**config.mk**
```make
export PLATFORM = sky130hd
export DESIGN_NAME = tlb
export DESIGN_NICKNAME = d
export VERILOG_FILES = /design/src/rtl/tlb.sv
export SDC_FILE = /design/constraint.sdc
export NUM_CORES = 2
export LEC_CHECK = 0
export CAP_MARGIN = 20
export CORE_UTILIZATION = 35
export CTS_BUF_LIST = sky130_fd_sc_hd__clkbuf_8
export CTS_CLUSTER_SIZE = 25
export DETAILED_ROUTE_END_ITERATION = 10
export SYNTH_ARGS = -nofsm -noshare
export SYNTH_HDL_FRONTEND = slang
export SYNTH_SLANG_ARGS = --single-unit
export TNS_END_PERCENT = 100
```
**constraint.sdc**
```tcl
create_clock -name clk -period 6.8 [get_ports clk]
set_clock_uncertainty 0.05 [all_clocks]
set_input_delay 1.36 -clock clk [delete_from_list [all_inputs] [get_ports clk]]
set_output_delay 1.36 -clock clk [all_outputs]
set_load 0.02 [all_outputs]
```
**src/rtl/tlb.sv**
```systemverilog
// 16-entry fully associative LoongArch TLB: two combinational search ports, TLBRD/TLBWR port,
// INVTLB and a TLBFILL index generator (define TLB_FILL_LFSR_EN for an LFSR instead of a counter).
module tlb #(
    parameter int TLBNUM = 16
) (
    input  logic        clk,
    input  logic        resetn,
    input  logic [18:0] s0_vppn,
    input  logic        s0_va_bit12,
    input  logic [9:0]  s0_asid,
    output logic        s0_found,
    output logic [3:0]  s0_index,
    output logic [19:0] s0_ppn,
    output logic [5:0]  s0_ps,
    output logic [1:0]  s0_plv,
    output logic [1:0]  s0_mat,
    output logic        s0_d,
    output logic        s0_v,
    input  logic [18:0] s1_vppn,
    input  logic        s1_va_bit12,
    input  logic [9:0]  s1_asid,
    output logic        s1_found,
    output logic [3:0]  s1_index,
    output logic [19:0] s1_ppn,
    output logic [5:0]  s1_ps,
    output logic [1:0]  s1_plv,
    output logic [1:0]  s1_mat,
    output logic        s1_d,
    output logic        s1_v,
    input  logic        we,
    input  logic [3:0]  w_index,
    input  logic        w_e,
    input  logic        w_g,
    input  logic [18:0] w_vppn,
    input  logic [5:0]  w_ps,
    input  logic [9:0]  w_asid,
    input  logic [19:0] w_ppn0,
    input  logic [19:0] w_ppn1,
    input  logic [1:0]  w_plv0,
    input  logic [1:0]  w_plv1,
    input  logic [1:0]  w_mat0,
    input  logic [1:0]  w_mat1,
    input  logic        w_d0,
    input  logic        w_d1,
    input  logic        w_v0,
    input  logic        w_v1,
    input  logic [3:0]  r_index,
    output logic        r_e,
    output logic        r_g,
    output logic [18:0] r_vppn,
    output logic [5:0]  r_ps,
    output logic [9:0]  r_asid,
    output logic [19:0] r_ppn0,
    output logic [19:0] r_ppn1,
    output logic [1:0]  r_plv0,
    output logic [1:0]  r_plv1,
    output logic [1:0]  r_mat0,
    output logic [1:0]  r_mat1,
    output logic        r_d0,
    output logic        r_d1,
    output logic        r_v0,
    output logic        r_v1,
    input  logic        invtlb_valid,
    input  logic [4:0]  invtlb_op,
    input  logic [9:0]  invtlb_asid,
    input  logic [18:0] invtlb_vppn,
    output logic [3:0]  fill_index
);
    logic        tlb_e    [TLBNUM];
    logic        tlb_g    [TLBNUM];
    logic [18:0] tlb_vppn [TLBNUM];
    logic [5:0]  tlb_ps   [TLBNUM];
    logic [9:0]  tlb_asid [TLBNUM];
    logic [19:0] tlb_ppn0 [TLBNUM];
    logic [19:0] tlb_ppn1 [TLBNUM];
    logic [1:0]  tlb_plv0 [TLBNUM];
    logic [1:0]  tlb_plv1 [TLBNUM];
    logic [1:0]  tlb_mat0 [TLBNUM];
    logic [1:0]  tlb_mat1 [TLBNUM];
    logic        tlb_d0   [TLBNUM];
    logic        tlb_d1   [TLBNUM];
    logic        tlb_v0   [TLBNUM];
    logic        tlb_v1   [TLBNUM];

    logic [18:0]       s_vppn  [2];
    logic              s_bit12 [2];
    logic [9:0]        s_asid  [2];
    logic [TLBNUM-1:0] s_hit   [2];
    logic [TLBNUM-1:0] s_odd   [2];
    logic              sel_found [2];
    logic [3:0]        sel_idx   [2];
    logic              sel_odd   [2];
    logic [31:0]       s_res     [2];
    logic [TLBNUM-1:0] inv_hit;

    assign s_vppn[0]  = s0_vppn;
    assign s_vppn[1]  = s1_vppn;
    assign s_bit12[0] = s0_va_bit12;
    assign s_bit12[1] = s1_va_bit12;
    assign s_asid[0]  = s0_asid;
    assign s_asid[1]  = s1_asid;

    // A 4MB entry (ps=21) maps a pair of 2MB pages, so only vppn[18:9] is tagged.
    function automatic logic vppn_eq(input logic big, input logic [18:0] a, input logic [18:0] b);
        return big ? (a[18:9] == b[18:9]) : (a == b);
    endfunction

    generate
        for (genvar gi = 0; gi < TLBNUM; gi++) begin : g_entry
            logic big;
            logic inv_asid;
            logic inv_vppn;
            assign big      = (tlb_ps[gi] == 6'd21);
            assign inv_asid = (tlb_asid[gi] == invtlb_asid);
            assign inv_vppn = vppn_eq(big, tlb_vppn[gi], invtlb_vppn);
            assign inv_hit[gi] = (invtlb_op == 5'd0) || (invtlb_op == 5'd1)
                              || ((invtlb_op == 5'd2) && tlb_g[gi])
                              || ((invtlb_op == 5'd3) && !tlb_g[gi])
                              || ((invtlb_op == 5'd4) && !tlb_g[gi] && inv_asid)
                              || ((invtlb_op == 5'd5) && !tlb_g[gi] && inv_asid && inv_vppn)
                              || ((invtlb_op == 5'd6) && (tlb_g[gi] || inv_asid) && inv_vppn);
            for (genvar gp = 0; gp < 2; gp++) begin : g_port
                assign s_hit[gp][gi] = tlb_e[gi] && (tlb_g[gi] || (tlb_asid[gi] == s_asid[gp]))
                                    && vppn_eq(big, tlb_vppn[gi], s_vppn[gp]);
                assign s_odd[gp][gi] = big ? s_vppn[gp][8] : s_bit12[gp];
            end
        end
    endgenerate

    // Scanning downwards lets the lowest matching index win.
    always_comb begin
        for (int p = 0; p < 2; p++) begin
            sel_found[p] = 1'b0;
            sel_idx[p]   = 4'd0;
            sel_odd[p]   = 1'b0;
            for (int i = TLBNUM - 1; i >= 0; i--) begin
                if (s_hit[p][i]) begin
                    sel_found[p] = 1'b1;
                    sel_idx[p]   = i[3:0];
                    sel_odd[p]   = s_odd[p][i];
                end
            end
        end
    end

    generate
        for (genvar gp = 0; gp < 2; gp++) begin : g_result
            assign s_res[gp] = !sel_found[gp] ? 32'd0 :
                sel_odd[gp] ? {tlb_ppn1[sel_idx[gp]], tlb_ps[sel_idx[gp]], tlb_plv1[sel_idx[gp]],
                               tlb_mat1[sel_idx[gp]], tlb_d1[sel_idx[gp]], tlb_v1[sel_idx[gp]]}
                            : {tlb_ppn0[sel_idx[gp]], tlb_ps[sel_idx[gp]], tlb_plv0[sel_idx[gp]],
                               tlb_mat0[sel_idx[gp]], tlb_d0[sel_idx[gp]], tlb_v0[sel_idx[gp]]};
        end
    endgenerate

    assign s0_found = sel_found[0];
    assign s0_index = sel_idx[0];
    assign {s0_ppn, s0_ps, s0_plv, s0_mat, s0_d, s0_v} = s_res[0];
    assign s1_found = sel_found[1];
    assign s1_index = sel_idx[1];
    assign {s1_ppn, s1_ps, s1_plv, s1_mat, s1_d, s1_v} = s_res[1];

    assign r_e    = tlb_e[r_index];
    assign r_g    = tlb_g[r_index];
    assign r_vppn = tlb_vppn[r_index];
    assign r_ps   = tlb_ps[r_index];
    assign r_asid = tlb_asid[r_index];
    assign r_ppn0 = tlb_ppn0[r_index];
    assign r_ppn1 = tlb_ppn1[r_index];
    assign r_plv0 = tlb_plv0[r_index];
    assign r_plv1 = tlb_plv1[r_index];
    assign r_mat0 = tlb_mat0[r_index];
    assign r_mat1 = tlb_mat1[r_index];
    assign r_d0   = tlb_d0[r_index];
    assign r_d1   = tlb_d1[r_index];
    assign r_v0   = tlb_v0[r_index];
    assign r_v1   = tlb_v1[r_index];

    // The write is issued after the invalidate so a same-cycle write lands with w_e.
    always_ff @(posedge clk or negedge resetn) begin
        if (!resetn) begin
            for (int i = 0; i < TLBNUM; i++) begin
                tlb_e[i]    <= 1'b0;
                tlb_g[i]    <= 1'b0;
                tlb_vppn[i] <= '0;
                tlb_ps[i]   <= '0;
                tlb_asid[i] <= '0;
                tlb_ppn0[i] <= '0;
                tlb_ppn1[i] <= '0;
                tlb_plv0[i] <= '0;
                tlb_plv1[i] <= '0;
                tlb_mat0[i] <= '0;
                tlb_mat1[i] <= '0;
                tlb_d0[i]   <= 1'b0;
                tlb_d1[i]   <= 1'b0;
                tlb_v0[i]   <= 1'b0;
                tlb_v1[i]   <= 1'b0;
            end
        end else begin
            if (invtlb_valid) begin
                for (int i = 0; i < TLBNUM; i++) begin
                    if (inv_hit[i]) tlb_e[i] <= 1'b0;
                end
            end
            if (we) begin
                tlb_e[w_index]    <= w_e;
                tlb_g[w_index]    <= w_g;
                tlb_vppn[w_index] <= w_vppn;
                tlb_ps[w_index]   <= w_ps;
                tlb_asid[w_index] <= w_asid;
                tlb_ppn0[w_index] <= w_ppn0;
                tlb_ppn1[w_index] <= w_ppn1;
                tlb_plv0[w_index] <= w_plv0;
                tlb_plv1[w_index] <= w_plv1;
                tlb_mat0[w_index] <= w_mat0;
                tlb_mat1[w_index] <= w_mat1;
                tlb_d0[w_index]   <= w_d0;
                tlb_d1[w_index]   <= w_d1;
                tlb_v0[w_index]   <= w_v0;
                tlb_v1[w_index]   <= w_v1;
            end
        end
    end

    logic [3:0] fill_q;
    logic [3:0] fill_next;
`ifdef TLB_FILL_LFSR_EN
    localparam logic [3:0] FILL_RESET = 4'b0001;
    assign fill_next = {fill_q[2:0], fill_q[3] ^ fill_q[2]};
`else
    localparam logic [3:0] FILL_RESET = 4'b0000;
    assign fill_next = fill_q + 4'd1;
`endif

    always_ff @(posedge clk or negedge resetn) begin
        if (!resetn) fill_q <= FILL_RESET;
        else         fill_q <= fill_next;
    end

    assign fill_index = fill_q;
endmodule

```
# [Word-level counts from Yosys, hierarchy flattened]
# Index checks and enable logic that the tools add are counted.
# W data, S select, Z words.
[word_totals] n_memories=0 romBits=0 wordCells=1108 regBits=1428 mem_bits_rw=0 out_inout_bits=167 latch_bits=0
[classes] multipliers=0 order_cmp=5 n_bitwise=4 n_eq_ne=166 div=0 n_mux=336 shift=0 n_reduce_logical=355 addsub=1
[op_table] op="$eq A10 B10 Y1" count=96
[op_table] op="$eq A19 B19 Y1" count=48
[op_table] op="$bwmux W320" count=2
[op_table] op="$bmux W20 S4" count=6
[op_table] op="$bwmux W304" count=1
[op_table] op="$mux W20" count=13
[op_table] op="$logic_and A1 B1 Y1" count=209
[op_table] op="$mux W1" count=189
[op_table] op="$bwmux W160" count=1
[op_table] op="$logic_or A1 B1 Y1" count=129
[op_table] op="$bwmux W32" count=4
[op_table] op="$mux W32" count=4
[op_table] op="$mux W4" count=32
[op_table] op="$bmux W2 S4" count=12
[op_table] op="$bwmux W16" count=6
[op_table] op="$bwmux W96" count=1
[op_table] op="$eq A6 B5 Y1 const B" count=16
[op_table] op="$demux W20 S4" count=1
[op_table] op="$bmux W19 S4" count=1
[op_table] op="$demux W19 S4" count=1
[op_table] op="$bmux W6 S4" count=3
[op_table] op="$mux W19" count=3
[op_table] op="$bmux W1 S4" count=14
[op_table] op="$mux W2" count=25
[op_table] op="17 further kinds" count=50

# [Depth between registers and ports, before layout]
[logic_depth] depth_word=26 mapped_depth=19 mapped_depth_nobuf=13

# [Worst setup path before layout]
# OpenSTA, ideal clock, no wires.
[synth_path] kind="input -> output" start="in s0_asid[8]" end="out s0_ppn[11]" t_arrival_ps=4765 path_slack_ps=625 path_stages=16 n_path_buf=5 required_ps=5390 path_cell_list="buf_2 buf_6 xor2_1 nor4_1 a41oi_1 or3b_4 a211o_1 a221o_1 buf_4 buf_6 buf_4 mux2i_1 a222oi_1 nand2_1 and3_1 mux2i_1"
[synth_via] elab_chain_cells=26
[synth_rtl] element="from (decl)" line_no="10" rtl="input logic [9:0] s0_asid,"
[synth_rtl] element="$eq A10 B10 Y1" line_no="123" rtl="assign s_hit[gp][gi] = tlb_e[gi] && (tlb_g[gi] || (tlb_asid[gi] == s_asid[gp]))"
[synth_rtl] element="$logic_or A1 B1 Y1" line_no="123"
[synth_rtl] element="$logic_and A1 B1 Y1" line_no="123"
[synth_rtl] element="$logic_and A1 B1 Y1" line_no="124" rtl="&& vppn_eq(big, tlb_vppn[gi], s_vppn[gp]);"
[synth_rtl] element="$mux W4 (16 in a row)" line_no="137" rtl="if (s_hit[p][i]) begin"
[synth_rtl] element="$not A4 Y5 (implied by the code)" line_no="149, 151"
[synth_rtl] element="$bmux W20 S4, on equally long branches" line_no="151, 149"
[synth_rtl] element="$mux W20, on equally long branches (2 in a row)" line_no="151, 149"
[synth_rtl] element="$mux W32" line_no="149" rtl="sel_odd[gp] ? {tlb_ppn1[sel_idx[gp]], tlb_ps[sel_idx[gp]], tlb_plv1[sel_idx[gp]],"
[synth_rtl] element="$mux W32 *" line_no="148" rtl="assign s_res[gp] = !sel_found[gp] ? 32'd0 :"
[synth_rtl] element="to (decl)" line_no="13" rtl="output logic [19:0] s0_ppn,"
# Mark *: on every way between the ends. The rest lies on a longest branch, timed or not. The select of a mux whose other input is x is not followed.

# [Worst setup path in the final report]
[layout_path] start="in s0_asid[5]" end="out s0_ps[2]"
[layout_via] elab_chain_cells=26
[layout_rtl] element="$eq A10 B10 Y1" line_no="123"
[layout_rtl] element="$logic_or A1 B1 Y1" line_no="123"
[layout_rtl] element="$logic_and A1 B1 Y1" line_no="123"
[layout_rtl] element="$logic_and A1 B1 Y1" line_no="124"
[layout_rtl] element="$mux W4 (16 in a row)" line_no="137"
[layout_rtl] element="$not A4 Y5 (implied by the code)" line_no="149, 151"
[layout_rtl] element="$bmux W6 S4" line_no="149, 151"
[layout_rtl] element="$mux W6 (implied by the code) (2 in a row)" line_no="149, 151"
[layout_rtl] element="$mux W32" line_no="149"
[layout_rtl] element="$mux W32 *" line_no="148"
[layout_rtl] element="to (decl)" line_no="14" rtl="output logic [5:0] s0_ps,"
# Marked as above.

==> results.yml <==
logic_synthesis:
  syn_inst: 8337
  ys.flop_type: "dfrtp_1"
  synth_fp_nets: 8533
  yosysTopAreaCell: "dfrtp_1"
  avgSynthCellArea_um2: 12.0
  synth_cell_type_count: 97
  ys_warn_count: 0
  yosysSeqAreaShare: 0.357
  synthTopCellsByArea: "dfrtp_1 36%, mux2_2 16%, mux2i_1 11%, mux4_2 10%, xor2_1 6.1%"
  synth_edf_count: 0
  syn_area_mm2: 0.100
  synth_seq_cells: 1428
  yosysTopAreaCellShare: 0.357
  async_flop_share: 1.00
floorplan:
  num_rows: 195
  die_h_um: 537
  core_region_area_mm2: 0.283
  ios: 362
  chipWidth_um: 537
  initial_core_util: 0.353
  die_area_mm2: 0.288
power:
  p_comb_frac: 0.320
  vdd_drop_max_mv: 0.168
  p_seq_frac: 0.407
  power.leakage_uw: 0.0586
  switching_share: 0.368
  power_frac_clock: 0.273
  intPower_uw: 21400
  p_per_area_mw_per_mm2: 257
  switchingPower_uw: 12400
clocking:
  clk_pin_slew_ns: 0.05
  cts_buffer_depth: 4
  hold_buffers: 0
  htreeDepth: 5
  cts_buffers: 275
  ctsRootBufferMaster: "clkbuf_8"
  clk_latency_ns: 1.11
  clock-sinks: 1428
  cts_tree: "yes"
detailed_routing:
  drtIter0Drc: 9974
  drt-total-wl_um: 474000
  avgViaCountPerCell: 6.17
  postRouteAntennaNets: 0
  wl_per_cell_um: 34.4
  drtPass1Iterations: 8
  vias: 85100
  drc: 0
worst_setup_path:
  cp_top_family: "buffers and inverters"
  crit_buf_inv: 12
  start_kind: "primary input"
  required_ns: 5.39
  crit_path_cell_trace: "buf_2, buf_12, buf_4, xor2_1, nor4_2, a41oi_1, buf_4, or3b_4, a211o_1, a221o_4, buf_6, buf_12, buf_16, buf_4, buf_12, buf_8, buf_16, mux2i_1, a21oi_1, a22oi_2, o21ai_2, buf_6"
  endpoint_kind: "output port"
  worst_ep_arrival_time_ns: 5.67
  critPathSlowestCell: "a221o_4"
  worstPathMaxFanout: 7
  critical_path_class: "in2out"
  cpPeakStageDelay_ns: 0.47
worst_hold_path:
  hp-class: "in2async"
grt:
  grt_pass1_wl_um: 657000
  antenna_found_initial: 71
  met2_usage: 0.471
  grt_max_degree: 189
  gr-usage-met1: 0.424
  grt-busiest-layer: "met2"
  grt_remaining_overflow: 0
  grt_pass1_vias: 84300
  use_met3: 0.0886
  grtUsageTotal: 0.319
place:
  dp_hpwl_um: 316000
  port_buffers: 361
  pre_cts_slack_ns: -1.24
  gp_congestion: 1.01
cells_and_area:
  fin_nets: 10000
  final_common_cell: "mux2_2"
  layout_common_cells: "1436 x mux2_2, 1405 x dfrtp_1, 1087 x mux2i_1"
  syn_to_final_growth_pct: 31.6
  drive_gt1_frac: 0.456
sta:
  min_period_over_period: 1.04
  worst_slack_ns: -0.278
  whs_ns: 0.237
  finalHoldViolCount: 0
  relSlewSlack: 0.0581
  setup_viol: 59
  drv_slew: 0
  grt_setup_unrepaired: "yes"
  fin_tns_setup_ns: -6.27
  min_period_ns: 7.08
  worst_pin_slew_ns: 1.40
  fmax_ghz: 0.141
run_status:
  failed_checks: "setup timing"
  outcome: "complete, but fails checks"
run:
  drv_cap: 0
## timing repair
action,4_1_cts,5_1_grt
buffers inserted,283,187
pin swaps,269,267
endpoints found under the setup margin,67,64
gates resized for setup,1011,445
cloned,45,15
## layer usage
layer,wire length (um),part of all wire
met5,328,0.00069
met4,28200,0.060
met3,51700,0.11
met2,204000,0.43
met1,189000,0.40
## cells in the mapped netlist (151+ instances only)
cell type	count
mux4_2	445
a22oi_1	175
nand4_1	151
xnor2_1	688
nor2_1	160
xor2_1	700
nor4_1	164
mux2_2	1443
mux2i_1	1133
clkbuf_1	452
buf_2	152
dfrtp_1	1428
## through the flow
step / total power, uW / util / cells / cell area, um2
after floorplan: 19100 / - / 8337 / 100000
after global routing: 35100 / 0.465 / 13800 / 132000
after global placement: 23300 / 0.409 / 12800 / 116000
after CTS: 33300 / 0.454 / 13600 / 129000
final: 33800 / 0.465 / 13800 / 132000
after detailed placement: 23600 / 0.409 / 12800 / 116000
## power by group through the flow
stage	combinational (uW)	sequential, uW	clock [uW]
finish	10800	13800	9230
floorplan	6670	12400	0
detailed placement	9940	13600	0
CTS	10400	13500	9340
global route	11400	13900	9720
global placement	9770	13500	0
## logic make-up (layout without fill, tap and decap cells)
group           count (synthesis)  count (layout)  synth area share
compound gates                681             681            0.0491
buf+inv                       764            2439            0.0363
other cells                     0              31                 0
simple gates                 1041            1041            0.0584
xor+xnor                     1394            1394             0.122
mux                          3028            3028             0.377
fa+ha+maj                       1               1          0.000125
flops                        1428            1428             0.357
## cell type report
type	instances	area (um2)
Fill cell	25400	152000
Multi-Input combinational cell	6145	64400
Sequential cell	1428	35800
Timing Repair Buffer	1947	21000
Tap cell	3743	4680
Clock buffer	337	4640
Clock inverter	141	1060
Inverter	14	78.8
Antenna cell	31	77.6
## state kept, by name, indices dropped and copies added, names as in the netlist
signal / cells
tlb_mat0: 32
tlb_vppn: 304
tlb_asid: 160
tlb_d1: 16
tlb_d0: 16
tlb_mat1: 32
tlb_v0: 16
tlb_ppn0: 320
tlb_ps: 96
tlb_e: 16
tlb_v1: 16
fill_index: 4
tlb_plv1: 32
tlb_g: 16
tlb_plv0: 32
tlb_ppn1: 320
## worst paths after layout
kind	startpoint	end	slack [ns]	depth (start not counted)
setup / recovery	s0_asid[5]	s0_ps[2]	-0.28	22
hold / removal	resetn	tlb_vppn[48]$_DFFE_PN0P_	0.24	1
setup reg to reg	tlb_vppn[288]$_DFFE_PN0P_	tlb_e[15]$_DFF_PN0_	3.30	11
hold reg to reg	fill_index[3]$_DFF_PN0_	fill_index[3]$_DFF_PN0_	0.43	1
max in group asynchronous	resetn	tlb_ppn1[307]$_DFFE_PN0P_	4.68	2
min in group clk	fill_index[3]$_DFF_PN0_	fill_index[3]$_DFF_PN0_	0.43	1
Power figures use the tool's default switching activity.
